**config.mk**
```make
export PLATFORM = sky130hd
export DESIGN_NAME = out_sig_reducer
export DESIGN_NICKNAME = d
export VERILOG_FILES = /design/src/rtl/out_sig_reducer.sv
export SDC_FILE = /design/constraint.sdc
export NUM_CORES = 1
export LEC_CHECK = 0
export CORE_MARGIN = 3
export CORE_UTILIZATION = 30
export DETAILED_ROUTE_END_ITERATION = 6
export GPL_TIMING_DRIVEN = 0
export SKIP_CTS_REPAIR_TIMING = 1
export SYNTH_ARGS = -nofsm -noshare
export SYNTH_HDL_FRONTEND = slang
export SYNTH_SLANG_ARGS = --single-unit
```
**constraint.sdc**
```tcl
create_clock -name ap_clk -period 5.7 [get_ports ap_clk]
set_input_delay 0.57 -clock ap_clk [delete_from_list [all_inputs] [get_ports ap_clk]]
set_output_delay 0.57 -clock ap_clk [all_outputs]
set_load 0.05 [all_outputs]
```
**src/rtl/out_sig_reducer.sv**
```systemverilog
// out_sig_reducer: folds NUM_CH kernel streams into a narrow XOR digest
// and keeps a per-run signature, beat count and start/done/drain FSM.
module out_sig_reducer #(
  parameter int  NUM_CH     = 2,
  parameter int  DIN_WIDTH  = 32,
  parameter int  MID_WIDTH  = 8,
  parameter int  DOUT_WIDTH = 4,
  parameter int  SIG_WIDTH  = 16,
  parameter int  CNT_WIDTH  = 16,
  localparam int PIPE_LAT   = 3
) (
  input  logic                        ap_clk,
  input  logic                        ap_rst,
  input  logic                        ap_start,
  input  logic                        ap_done,
  input  logic [NUM_CH*DIN_WIDTH-1:0] ch_din,
  input  logic [NUM_CH-1:0]           ch_write,
  output logic [DOUT_WIDTH-1:0]       data_out,
  output logic                        data_valid,
  output logic [SIG_WIDTH-1:0]        signature,
  output logic [CNT_WIDTH-1:0]        beat_count,
  output logic                        sig_valid,
  output logic                        busy
);

  localparam int NSL1 = DIN_WIDTH / MID_WIDTH;
  localparam int NSL2 = MID_WIDTH / DOUT_WIDTH;
  localparam int DCW  = $clog2(PIPE_LAT + 1);

  typedef enum logic [1:0] {
    S_IDLE,
    S_RUN,
    S_DRAIN,
    S_DONE
  } state_t;

  logic [NUM_CH-1:0][MID_WIDTH-1:0] w_fold1;
  logic [NUM_CH-1:0][MID_WIDTH-1:0] r_fold1;
  logic [NUM_CH-1:0]                r_v1;
  logic [MID_WIDTH-1:0]             w_fold2;
  logic [MID_WIDTH-1:0]             r_fold2;
  logic                             r_v2;
  logic [DOUT_WIDTH-1:0]            w_dout;
  logic [DOUT_WIDTH-1:0]            r_data_out;
  logic                             r_data_valid;

  state_t                           r_state;
  state_t                           w_next;
  logic [DCW-1:0]                   r_drain_cnt;
  logic [DCW-1:0]                   w_drain_nxt;
  logic                             w_clear;
  logic                             w_acc;
  logic [SIG_WIDTH-1:0]             r_sig;
  logic [SIG_WIDTH-1:0]             w_dext;
  logic [CNT_WIDTH-1:0]             r_cnt;
  logic                             r_sig_valid;
  logic                             r_busy;

  // Per-channel fold of the wide word down to MID_WIDTH.
  always_comb begin
    w_fold1 = '0;
    for (int k = 0; k < NUM_CH; k++) begin
      for (int s = 0; s < NSL1; s++) begin
        w_fold1[k] = w_fold1[k]
          ^ ch_din[k*DIN_WIDTH + s*MID_WIDTH +: MID_WIDTH];
      end
    end
  end

  // Combine only the channels that were written this beat.
  always_comb begin
    w_fold2 = '0;
    for (int k = 0; k < NUM_CH; k++) begin
      if (r_v1[k]) begin
        w_fold2 = w_fold2 ^ r_fold1[k];
      end
    end
  end

  // Final fold down to the pin width.
  always_comb begin
    w_dout = '0;
    for (int s = 0; s < NSL2; s++) begin
      w_dout = w_dout ^ r_fold2[s*DOUT_WIDTH +: DOUT_WIDTH];
    end
  end

  // Three-stage fold pipeline; data_out is forced to 0 on idle beats.
  always_ff @(posedge ap_clk or posedge ap_rst) begin
    if (ap_rst) begin
      r_fold1      <= '0;
      r_v1         <= '0;
      r_fold2      <= '0;
      r_v2         <= 1'b0;
      r_data_out   <= '0;
      r_data_valid <= 1'b0;
    end else begin
      r_fold1      <= w_fold1;
      r_v1         <= ch_write;
      r_fold2      <= w_fold2;
      r_v2         <= |r_v1;
      r_data_out   <= r_v2 ? w_dout : '0;
      r_data_valid <= r_v2;
    end
  end

  // FSM next state; DRAIN covers the beats still inside the pipeline.
  always_comb begin
    w_next      = r_state;
    w_drain_nxt = r_drain_cnt;
    w_clear     = 1'b0;
    unique case (r_state)
      S_IDLE: begin
        if (ap_start) begin
          w_clear = 1'b1;
          w_next  = S_RUN;
        end
      end
      S_RUN: begin
        if (ap_done) begin
          w_drain_nxt = DCW'(PIPE_LAT);
          w_next      = S_DRAIN;
        end
      end
      S_DRAIN: begin
        w_drain_nxt = r_drain_cnt - DCW'(1);
        if (w_drain_nxt == '0) begin
          w_next = S_DONE;
        end
      end
      S_DONE: begin
        if (ap_start) begin
          w_clear = 1'b1;
          w_next  = S_RUN;
        end
      end
      default: w_next = S_IDLE;
    endcase
  end

  // FSM state plus registered status flags derived from the next state.
  always_ff @(posedge ap_clk or posedge ap_rst) begin
    if (ap_rst) begin
      r_state     <= S_IDLE;
      r_drain_cnt <= '0;
      r_busy      <= 1'b0;
      r_sig_valid <= 1'b0;
    end else begin
      r_state     <= w_next;
      r_drain_cnt <= w_drain_nxt;
      r_busy      <= (w_next == S_RUN) || (w_next == S_DRAIN);
      r_sig_valid <= (w_next == S_DONE);
    end
  end

  // Accumulate only while a run is live and a beat is on the pins.
  always_comb begin
    w_acc  = ((r_state == S_RUN) || (r_state == S_DRAIN))
             && r_data_valid;
    w_dext = '0;
    w_dext[DOUT_WIDTH-1:0] = r_data_out;
  end

  // Signature and saturating beat counter; a clear beats a same-cycle beat.
  always_ff @(posedge ap_clk or posedge ap_rst) begin
    if (ap_rst) begin
      r_sig <= '0;
      r_cnt <= '0;
    end else if (w_clear) begin
      r_sig <= '0;
      r_cnt <= '0;
    end else if (w_acc) begin
      r_sig <= {r_sig[SIG_WIDTH-2:0], r_sig[SIG_WIDTH-1]} ^ w_dext;
      if (r_cnt != '1) begin
        r_cnt <= r_cnt + CNT_WIDTH'(1);
      end
    end
  end

  assign data_out   = r_data_out;
  assign data_valid = r_data_valid;
  assign signature  = r_sig;
  assign beat_count = r_cnt;
  assign sig_valid  = r_sig_valid;
  assign busy       = r_busy;

endmodule

```
==> results of run 1 <==
## flip-flops by register name, summed over array words and instances (netlist names)
name         flops
signature       16
busy             1
data_out         4
data_valid       1
r_drain_cnt      2
r_v2             1
r_fold2          8
beat_count      16
r_v1             2
r_fold1         16
r_state          2
sig_valid        1
## metrics by stage
stage | instances | utilization [%] | hold slack [ns]
detailed placement | 538 | 43.2 | 0.470
floorplan | 294 | - | 0.384
CTS | 553 | 45.0 | 0.484
global placement | 538 | 43.2 | 0.465
finish | 553 | 45.0 | 0.471
global route | 553 | 45.0 | 0.492
## cells in the final DEF (no fill, tap or decap), types with 7 or more instances in the layout
master             n
nand2_1           42
dfrtp_1           70
nand3_1           11
xnor2_1           36
clkdlybuf4s50_1  108
a21oi_1            8
inv_1              7
a22o_1            13
xor2_1            28
o21ai_1            9
clkbuf_8          11
## how the worst max path moves through the flow
stage	start	slack, ns	to	depth (start not counted)
global route	beat_count[4]	3.39	beat_count[4]	1
detailed placement	ap_start	3.52	beat_count[4]	7
finish	beat_count[4]	3.45	beat_count[4]	1
floorplan	ap_rst	3.36	beat_count[0]	1
global placement	ap_rst	2.15	signature[7]	2
CTS	beat_count[4]	3.44	beat_count[4]	1
## area by class of cell
cell class,instances,area share (%)
Multi-Input combinational cell,208,30.7
Clock inverter,5,1.06
Clock buffer,10,2.91
Sequential cell,70,37.0
Inverter,8,0.687
Timing Repair Buffer,108,22.8
Buffer,8,1.19
Tap cell,136,3.60
## worst register-to-register path, delay by kind of cell (launching register included)
| kind | cells | cell delay [ns] |
|---|---|---|
| flops | 1 | 0.39 |
| buf+inv | 2 | 0.49 |
| fa+ha+maj | 1 | 0.39 |
| simple gates | 2 | 0.39 |
| compound gates | 1 | 0.29 |
## kinds of logic after synthesis
| family | synth area share (%) |
|---|---|
| and+or+nand+nor | 13.5 |
| xor gates and xnor gates | 17.0 |
| adders and majority gates | 2.28 |
| DFF | 53.2 |
| muxes | 0.304 |
| AOI/OAI and AO/OA | 11.0 |
| buffers and inverters | 2.62 |
## power groups by stage
stage	Sequential, mW	Clock, mW	Combinational, mW
6_report	0.726	0.386	1.02
4_1_cts	0.729	0.395	1.04
2_1_floorplan	0.971	0	0.459
3_3_place_gp	0.734	0	1.03
5_1_grt	0.748	0.422	1.11
3_5_place_dp	0.737	0	1.04
## metal layers
metal / vias to the layer above / routed length [um]
li1: 1235 / -
met4: 0 / 78
met5: - / 0
met2: 98 / 3430
met1: 1172 / 2910
met3: 7 / 665
==> metrics.yaml, run 1 <==
global_routing:
  grt.met3_usage_pct: 5.02
  gr-max-usage-layer: "met2"
  grt_util_met1_pct: 14.2
  maximum_number_of_pins_on_one_net_before_global_route_repair: 71
  initial_antenna_violation_count: 0
  global_route.overflow_total: 0
  first_pass_grt_wire_length_mm: 12.0
  grt_util_met2_pct: 19.7
  groute.usage.overall_pct: 12.0
  number_of_global_route_vias_before_repair: 2592
power:
  p_comb_share_pct: 47.9
  switching_power_mw: 0.906
  peak_supply_drop_mv: 0.257
  intPower_mw: 1.23
  sw_frac_of_total_pct: 42.4
  finalPower_mw: 2.14
  pwr-share-clk_pct: 18.1
  pd_cells_nw_per_um2: 452
  leakagePower_nw: 1.96
  share_seq_of_total_power_pct: 34.0
min_path:
  holdCritStartpoint: "r_v2"
  holdPathStages: 0
  worstHoldPathType: "register to register"
  hold_end: "data_valid"
logic_synthesis:
  ys_warn_count: 0
  synthesis.nets: 370
  synth_edf_count: 0
  synth_cell_type_count: 43
  post_synth_most_frequent_cells: "70 x dfrtp_1, 42 x nand2_1, 36 x xnor2_1"
  netlist_top_cells_area: "dfrtp_1 53%, xnor2_1 9.6%, xor2_1 7.5%"
  post-synth-top-area-fraction_pct: 53.2
  netlist.top_cell.by_area: "dfrtp_1"
  netlist_instances: 294
  postSynthRegisterBits: 70
  synthMostInstantiatedCell: "dfrtp_1"
  post_synth_instance_area_um2: 3290
  synth_seq_area_share_pct: 53.2
  async_flop_share_pct: 100
  yosys_most_used_dff: "dfrtp_1"
  synth.avg_cell_area_um2: 11.2
floorplanning:
  start_util_pct: 31.3
  design.portCount: 109
  core_area_um2: 10500
  die_w_um: 111
  die_y_um: 111
  rows: 37
  die_area_um2: 12300
setup_path:
  endpoint_kind: "output port"
  path_class: "register to output port"
  rrSetupSlack_ns: 3.65
  start_kind: "register"
  required_ns: 5.13
  timing.rr.end: "beat_count[11]"
  r2r-start: "r_state[0]"
  critical-path-top-delay-family: "buffers and inverters"
  slowest_stage: "clkdlybuf4s50_1"
  crit_arrival_ns: 1.68
  crit_path_max_fanout: 8
  cpPeakStageDelay_ns: 0.86
  worstRegToRegCells: 6
  critical_path_buf_inv_count: 1
  timing.critical_path.cells: "clkdlybuf4s50_1"
placed_design:
  preCtsSetupSlack_ns: 3.52
  gp_congestion: 0.827
  placement.cell_area_um2: 4540
  port-buffer-count: 108
  place_hpwl_mm: 5.46
clock_tree:
  tritoncts: "yes"
  cts.sinks: 70
  cts-root-buf: "clkbuf_8"
  worst_setup_hold_path_clk_slew_ns: 0.07
  htreeDepth: 3
  tritoncts.num_buffers: 9
  worst_skew_pair.late_latency_ns: 0.33
  ctsLongestPathBuffers: 2
sta:
  max_slew_margin_pct: 44.1
  period_minus_slack_ns: 2.25
  fmax_ghz: 0.445
  slew_viol_final: 0
  setup_viol: 0
  final_hold_viol_count: 0
  timing.final.crit_share_pct: 39.4
  setup_skew_ns: 0.00566
  setup_repair_after_global_routing_missed_its_margin: "no"
  setup_slack_ns: 3.45
  tns_ns: 0
  worst_slew_pin_slew_ns: 0.838
status:
  run_status: "finished clean"
route:
  routed_wire_length_per_instance_um: 12.8
  route.vias.total: 2512
  postRouteAntennaNets: 0
  detail_route.iter0.violations: 76
  remaining_drc_errors: 0
  wirelength_mm: 7.08
  viasPerCell: 4.54
  first_pass_iters: 4
finish:
  multi_input_comb_area_um2: 1450
  seq_area_um2: 1750
  fraction_of_final_layout_cells_with_drive_strength_greater_than_1_pct: 8.15
  net_count_of_the_finished_layout: 489
  area.growth.synth_to_final_pct: 43.8
  layout.cell_area.non_filler_um2: 4730
  n_antenna_cell: 0
  final.fill_count: 1007
run:
  timing.max_cap.violations: 0
(Power assumes the default switching activity.)
==> inputs of run 2 (changes only) <==
==> constraint.sdc (replaced) <==
create_clock -name ap_clk -period 2.15 [get_ports ap_clk]
set_input_delay 0.215 -clock ap_clk [delete_from_list [all_inputs] [get_ports ap_clk]]
set_output_delay 0.215 -clock ap_clk [all_outputs]
set_load 0.05 [all_outputs]
==> metrics.yaml, run 2 (synthesis results as in run 1) <==
sta:
  setup_viol: 0  # unchanged
  period_minus_slack_ns: 1.94
  setup_repair_after_global_routing_missed_its_margin: "no"
  fmax_ghz: 0.516
  final_hold_viol_count: 0  # unchanged
  timing.final.crit_share_pct: 90.2
  setup_slack_ns: 0.211  # -3.24 ns
  slew_viol_final: 0  # unchanged
  setup_skew_ns: 0.00574  # +0.0000798 ns
  max_slew_margin_pct: 44.0  # -0.12 points
  worst_slew_pin_slew_ns: 0.840  # +0.00179 ns
setup_path:
  worstRegToRegCells: 7  # +1
  rrSetupSlack_ns: 0.21  # -3.44 ns
  required_ns: 2.38  # -2.75 ns
  timing.critical_path.cells: "ha_1, nand3_2, nor4_4, a21o_4, buf_12, nand2_1, o311ai_1"
  path_class: "register to register"
  start_kind: "register"
  critical_path_buf_inv_count: 1  # unchanged
  critical-path-top-delay-family: "simple AND/OR/NAND/NOR gates"
  slowest_stage: "nor4_4"
  timing.rr.end: "beat_count[7]"
  cpPeakStageDelay_ns: 0.51  # -0.35 ns
  r2r-start: "beat_count[0]"
  crit_path_max_fanout: 10  # +2
  endpoint_kind: "register"
  crit_arrival_ns: 2.17  # +0.49 ns
power:
  leakagePower_nw: 1.97  # +0.46%
  finalPower_mw: 5.68  # +170%
  pd_cells_nw_per_um2: 1200  # +170%
  peak_supply_drop_mv: 0.683  # +170%
floorplanning:
  die_y_um: 111  # unchanged
  start_util_pct: 31.3  # unchanged
  die_area_um2: 12300  # unchanged
  core_area_um2: 10500  # unchanged
  design.portCount: 109  # unchanged
  rows: 37  # unchanged
  die_w_um: 111  # unchanged
route:
  postRouteAntennaNets: 0  # unchanged
  remaining_drc_errors: 0  # unchanged
  viasPerCell: 4.56  # +0.48%
  met1_wire_length_mm: 2.90  # -0.41%
  top_layer_used: "met4"
  first_pass_iters: 4  # unchanged
  routed_wire_length_per_instance_um: 12.9  # +0.47%
  wirelength_mm: 7.12  # +0.47%
  route.vias.total: 2524  # +0.48%
  detail_route.iter0.violations: 63  # -17%
  wl_met3_um: 713  # +7.2%
  met2_wirelength_mm: 3.42  # -0.23%
global_routing:
  first_pass_grt_wire_length_mm: 12.0  # unchanged
  number_of_global_route_vias_before_repair: 2592  # unchanged
  initial_antenna_violation_count: 0  # unchanged
  maximum_number_of_pins_on_one_net_before_global_route_repair: 71  # unchanged
  global_route.overflow_total: 0  # unchanged
  groute.usage.overall_pct: 12.0  # unchanged
run:
  timing.max_cap.violations: 0  # unchanged
min_path:
  holdPathStages: 1  # +1
  worstHoldPathType: "input pin to register"
  holdCritStartpoint: "ch_write[1]"
  hold_end: "r_v1[1]"
finish:
  post-route-util_pct: 45.1  # about the same
  net_count_of_the_finished_layout: 489  # unchanged
  area.growth.synth_to_final_pct: 43.9  # about the same
  n_antenna_cell: 0  # unchanged
  layout.cell_area.non_filler_um2: 4740  # about the same
  layout.cells.most_common: "clkdlybuf4s50_1"
  most-common-layout-cells: "108 x clkdlybuf4s50_1, 70 x dfrtp_1, 42 x nand2_1, 36 x xnor2_1, 28 x xor2_1"
  fraction_of_final_layout_cells_with_drive_strength_greater_than_1_pct: 8.87  # +0.72 points
clock_tree:
  tritoncts: "yes"
  worst_skew_pair.late_latency_ns: 0.33  # about the same
  ctsLongestPathBuffers: 2  # unchanged
  htreeDepth: 3  # unchanged
  cts-root-buf: "clkbuf_8"
  worst_setup_hold_path_clk_slew_ns: 0.07  # about the same
  cts.sinks: 70  # unchanged
  tritoncts.num_buffers: 9  # unchanged
placed_design:
  gp_congestion: 0.827  # unchanged
  port-buffer-count: 108  # unchanged
  placement.cell_area_um2: 4540  # unchanged
  place_hpwl_mm: 5.46  # unchanged
  preCtsSetupSlack_ns: 0.117  # -3.40 ns
status:
  run_status: "finished clean"
[run 2: cell counts in the layout (fill, tap and decap cells not counted)]
Identical to the previous run, type by type.
[run 2: final cells by class]
cell class | instances | area (um^2)
Fill cell | 1008 | 5770
Sequential cell | 70 | 1750
Multi-Input combinational cell | 208 | 1450
Timing Repair Buffer | 108 | 1080
Tap cell | 136 | 170
Clock buffer | 10 | 138
Buffer | 8 | 60.1
Clock inverter | 5 | 50.0
Inverter | 8 | 32.5
[run 2: worst register-to-register path: cells and delay by family, from the launching register on]
family                   cells  cell delay [ns]
AO/OA/AOI/OAI                2             0.32
AND/OR/NAND/NOR              3             0.71
flip-flops                   1             0.42
adder cells (fa/ha/maj)      1             0.26
buffers and inverters        1             0.14
[run 2: power by group]
group | total [mW] | internal, mW | switching (mW)
clock | 1.03 | 0.553 | 0.472
combinational | 2.73 | 1.06 | 1.67
sequential | 1.93 | 1.66 | 0.268
total | 5.68 | 3.27 | 2.41
[run 2: how the worst max path moves through the flow]
stage,slack [ns],startpoint,depth (start not counted),to
6_report,0.21,beat_count[0],7,beat_count[7]
5_1_grt,0.03,r_state[0],8,beat_count[2]
4_1_cts,0.09,r_state[0],6,beat_count[11]
3_5_place_dp,0.12,r_state[0],6,beat_count[11]
3_3_place_gp,-1.05,ap_rst,2,signature[7]
2_1_floorplan,0.05,beat_count[0],7,beat_count[7]
[run 2: per-stage QoR]
| stage | instances | hold WS [ns] | TNS [ns] |
|---|---|---|---|
| floorplan | 294 | 0.246 | 0 |
| global placement | 538 | 0.465 | -72.98 |
| detailed placement | 538 | 0.470 | 0 |
| CTS | 553 | 0.306 | 0 |
| global route | 553 | 0.302 | 0 |
| finish | 553 | 0.320 | 0 |
[run 2: per-layer routing]
metal / up-vias / track usage (%)
met4: 0 / 3.94
met2: 110 / 19.7
met5: - / 0
met3: 9 / 5.02
met1: 1169 / 14.2
li1: 1236 / -
==> inputs of run 3 (changes only) <==
--- a/config.mk
+++ b/config.mk
@@ -5,7 +5,7 @@
 export SDC_FILE = /design/constraint.sdc
 export NUM_CORES = 1
 export LEC_CHECK = 0
-export CORE_MARGIN = 3
+export CORE_MARGIN = 5
 export CORE_UTILIZATION = 30
 export DETAILED_ROUTE_END_ITERATION = 6
 export GPL_TIMING_DRIVEN = 0
==> metrics.yaml, run 3 (synthesis results as in run 1) <==
clock_tree:
  worst_skew_pair.late_latency_ns: 0.34  # about the same
  cts.sinks: 70  # unchanged
  worst_setup_hold_path_clk_slew_ns: 0.08  # about the same
  tritoncts: "yes"
  tritoncts.num_buffers: 9  # unchanged
  htreeDepth: 3  # unchanged
  cts-root-buf: "clkbuf_8"
  ctsLongestPathBuffers: 2  # unchanged
route:
  route.vias.total: 2500  # -0.95%
  postRouteAntennaNets: 0  # unchanged
  remaining_drc_errors: 0  # unchanged
  detail_route.iter0.violations: 101  # +60%
  first_pass_iters: 4  # unchanged
  wirelength_mm: 7.40  # +3.9%
  routed_wire_length_per_instance_um: 13.3  # +3.2%
  viasPerCell: 4.49  # -1.7%
setup_path:
  start_kind: "register"
  crit_arrival_ns: 1.72  # -0.45 ns
  crit_path_max_fanout: 8  # -2
  endpoint_kind: "output port"
  required_ns: 1.93  # -0.45 ns
  critical-path-top-delay-family: "buffers and inverters"
  cpPeakStageDelay_ns: 0.87  # +0.36 ns
  rrSetupSlack_ns: 0.21  # about the same
  slowest_stage: "clkdlybuf4s50_1"
  path_class: "register to output port"
  timing.critical_path.cells: "clkdlybuf4s50_1"
  critical_path_buf_inv_count: 1  # unchanged
status:
  run_status: "finished clean"
power:
  switching_power_mw: 2.46  # +2.3%
  leakagePower_nw: 1.99  # +0.69%
  pd_cells_nw_per_um2: 1240  # +3.5%
  intPower_mw: 3.49  # +6.4%
  share_seq_of_total_power_pct: 32.3  # -1.6 points
  sw_frac_of_total_pct: 41.4  # -0.95 points
  peak_supply_drop_mv: 0.505  # -26%
  p_comb_share_pct: 46.2  # -1.9 points
  pwr-share-clk_pct: 21.5  # +3.5 points
sta:
  timing.final.crit_share_pct: 90.1  # about the same
  slew_viol_final: 0  # unchanged
  max_slew_margin_pct: 42.7  # -1.3 points
  period_minus_slack_ns: 1.94  # -0.000750 ns
  fmax_ghz: 0.516  # about the same
  setup_viol: 0  # unchanged
  worst_slew_pin_slew_ns: 0.859  # +0.0197 ns
  setup_skew_ns: 0.00895  # +0.00321 ns
  final.hold.worst_slack_ns: 0.316  # -0.00339 ns
  setup_repair_after_global_routing_missed_its_margin: "no"
  final_hold_viol_count: 0  # unchanged
finish:
  net_count_of_the_finished_layout: 489  # unchanged
  final.fill_count: 1017  # +0.89%
  area.growth.synth_to_final_pct: 45.5
  post-route-util_pct: 44.4  # -0.70 points
  most-common-layout-cells: "108 x clkdlybuf4s50_1, 70 x dfrtp_1, 42 x nand2_1, 36 x xnor2_1, 28 x xor2_1"
  final_cells: 557  # +0.72%
  n_antenna_cell: 0  # unchanged
  seq_area_um2: 1750  # unchanged
  layout.cells.most_common: "clkdlybuf4s50_1"
  multi_input_comb_area_um2: 1450  # unchanged
  fraction_of_final_layout_cells_with_drive_strength_greater_than_1_pct: 8.87  # unchanged
placed_design:
  place_hpwl_mm: 5.52  # +1.2%
  dp_cells: 542  # +0.74%
  gp_congestion: 0.807  # -2.4%
  port-buffer-count: 108  # unchanged
floorplanning:
  design.portCount: 109  # unchanged
  rows: 38  # +2.7%
  die_w_um: 115  # +3.6%
  core_area_um2: 10800  # +2.7%
  die_area_um2: 13200  # +7.4%
  start_util_pct: 30.5  # -0.82 points
  die_y_um: 115  # +3.6%
global_routing:
  groute.usage.overall_pct: 11.9  # -0.047 points
  maximum_number_of_pins_on_one_net_before_global_route_repair: 71  # unchanged
  initial_antenna_violation_count: 0  # unchanged
  first_pass_grt_wire_length_mm: 12.3  # +2.3%
  global_route.overflow_total: 0  # unchanged
  number_of_global_route_vias_before_repair: 2621  # +1.1%
min_path:
  worstHoldPathType: "input pin to register"
run:
  timing.max_cap.violations: 0  # unchanged
-- run 3: metal layers --
metal | wire, um | track usage, % | share of wire (%)
met1 | 3050 | 13.8 | 41
met2 | 3450 | 19.4 | 47
met3 | 768 | 4.89 | 10
met4 | 124 | 5.32 | 1.7
met5 | 0 | 0 | 0
-- run 3: power by group through the flow --
stage               Combinational, mW  Clock, mW  Sequential [mW]
floorplan                        1.22          0             2.57
global placement                 2.75          0             1.94
detailed placement               2.78          0             1.95
CTS                              2.79       1.31             1.93
global route                     2.99       1.37             1.97
finish                           2.75       1.28             1.92
-- run 3: layout make-up --
cell class	count	area share [%]
Sequential cell	70	36.6
Multi-Input combinational cell	208	30.3
Timing Repair Buffer	108	22.6
Tap cell	140	3.66
Clock buffer	9	2.59
Clock inverter	6	2.33
Buffer	8	1.25
Inverter	8	0.679
-- run 3: worst paths after layout --
path / startpoint / endpoint / depth (start not counted)
hold reg to reg: r_v2 / data_valid / 0
min in group asynchronous: ap_rst / signature[12] / 2
setup / recovery: beat_count[3] / beat_count[3] / 1
setup reg to reg: beat_count[0] / beat_count[7] / 7
hold / removal: ch_write[1] / r_v1[1] / 1
max in group asynchronous: ap_rst / beat_count[4] / 2
-- run 3: through the flow --
step	setup TNS [ns]	area [um^2]	setup slack [ns]	power, mW
final	0	4790	0.212	5.95
after global placement	-72.49	4550	-1.04	4.69
after floorplan	0	3290	0.0456	3.79
after CTS	0	4780	0.0780	6.03
after global routing	0	4790	0.0595	6.33
after detailed placement	0	4550	0.105	4.73
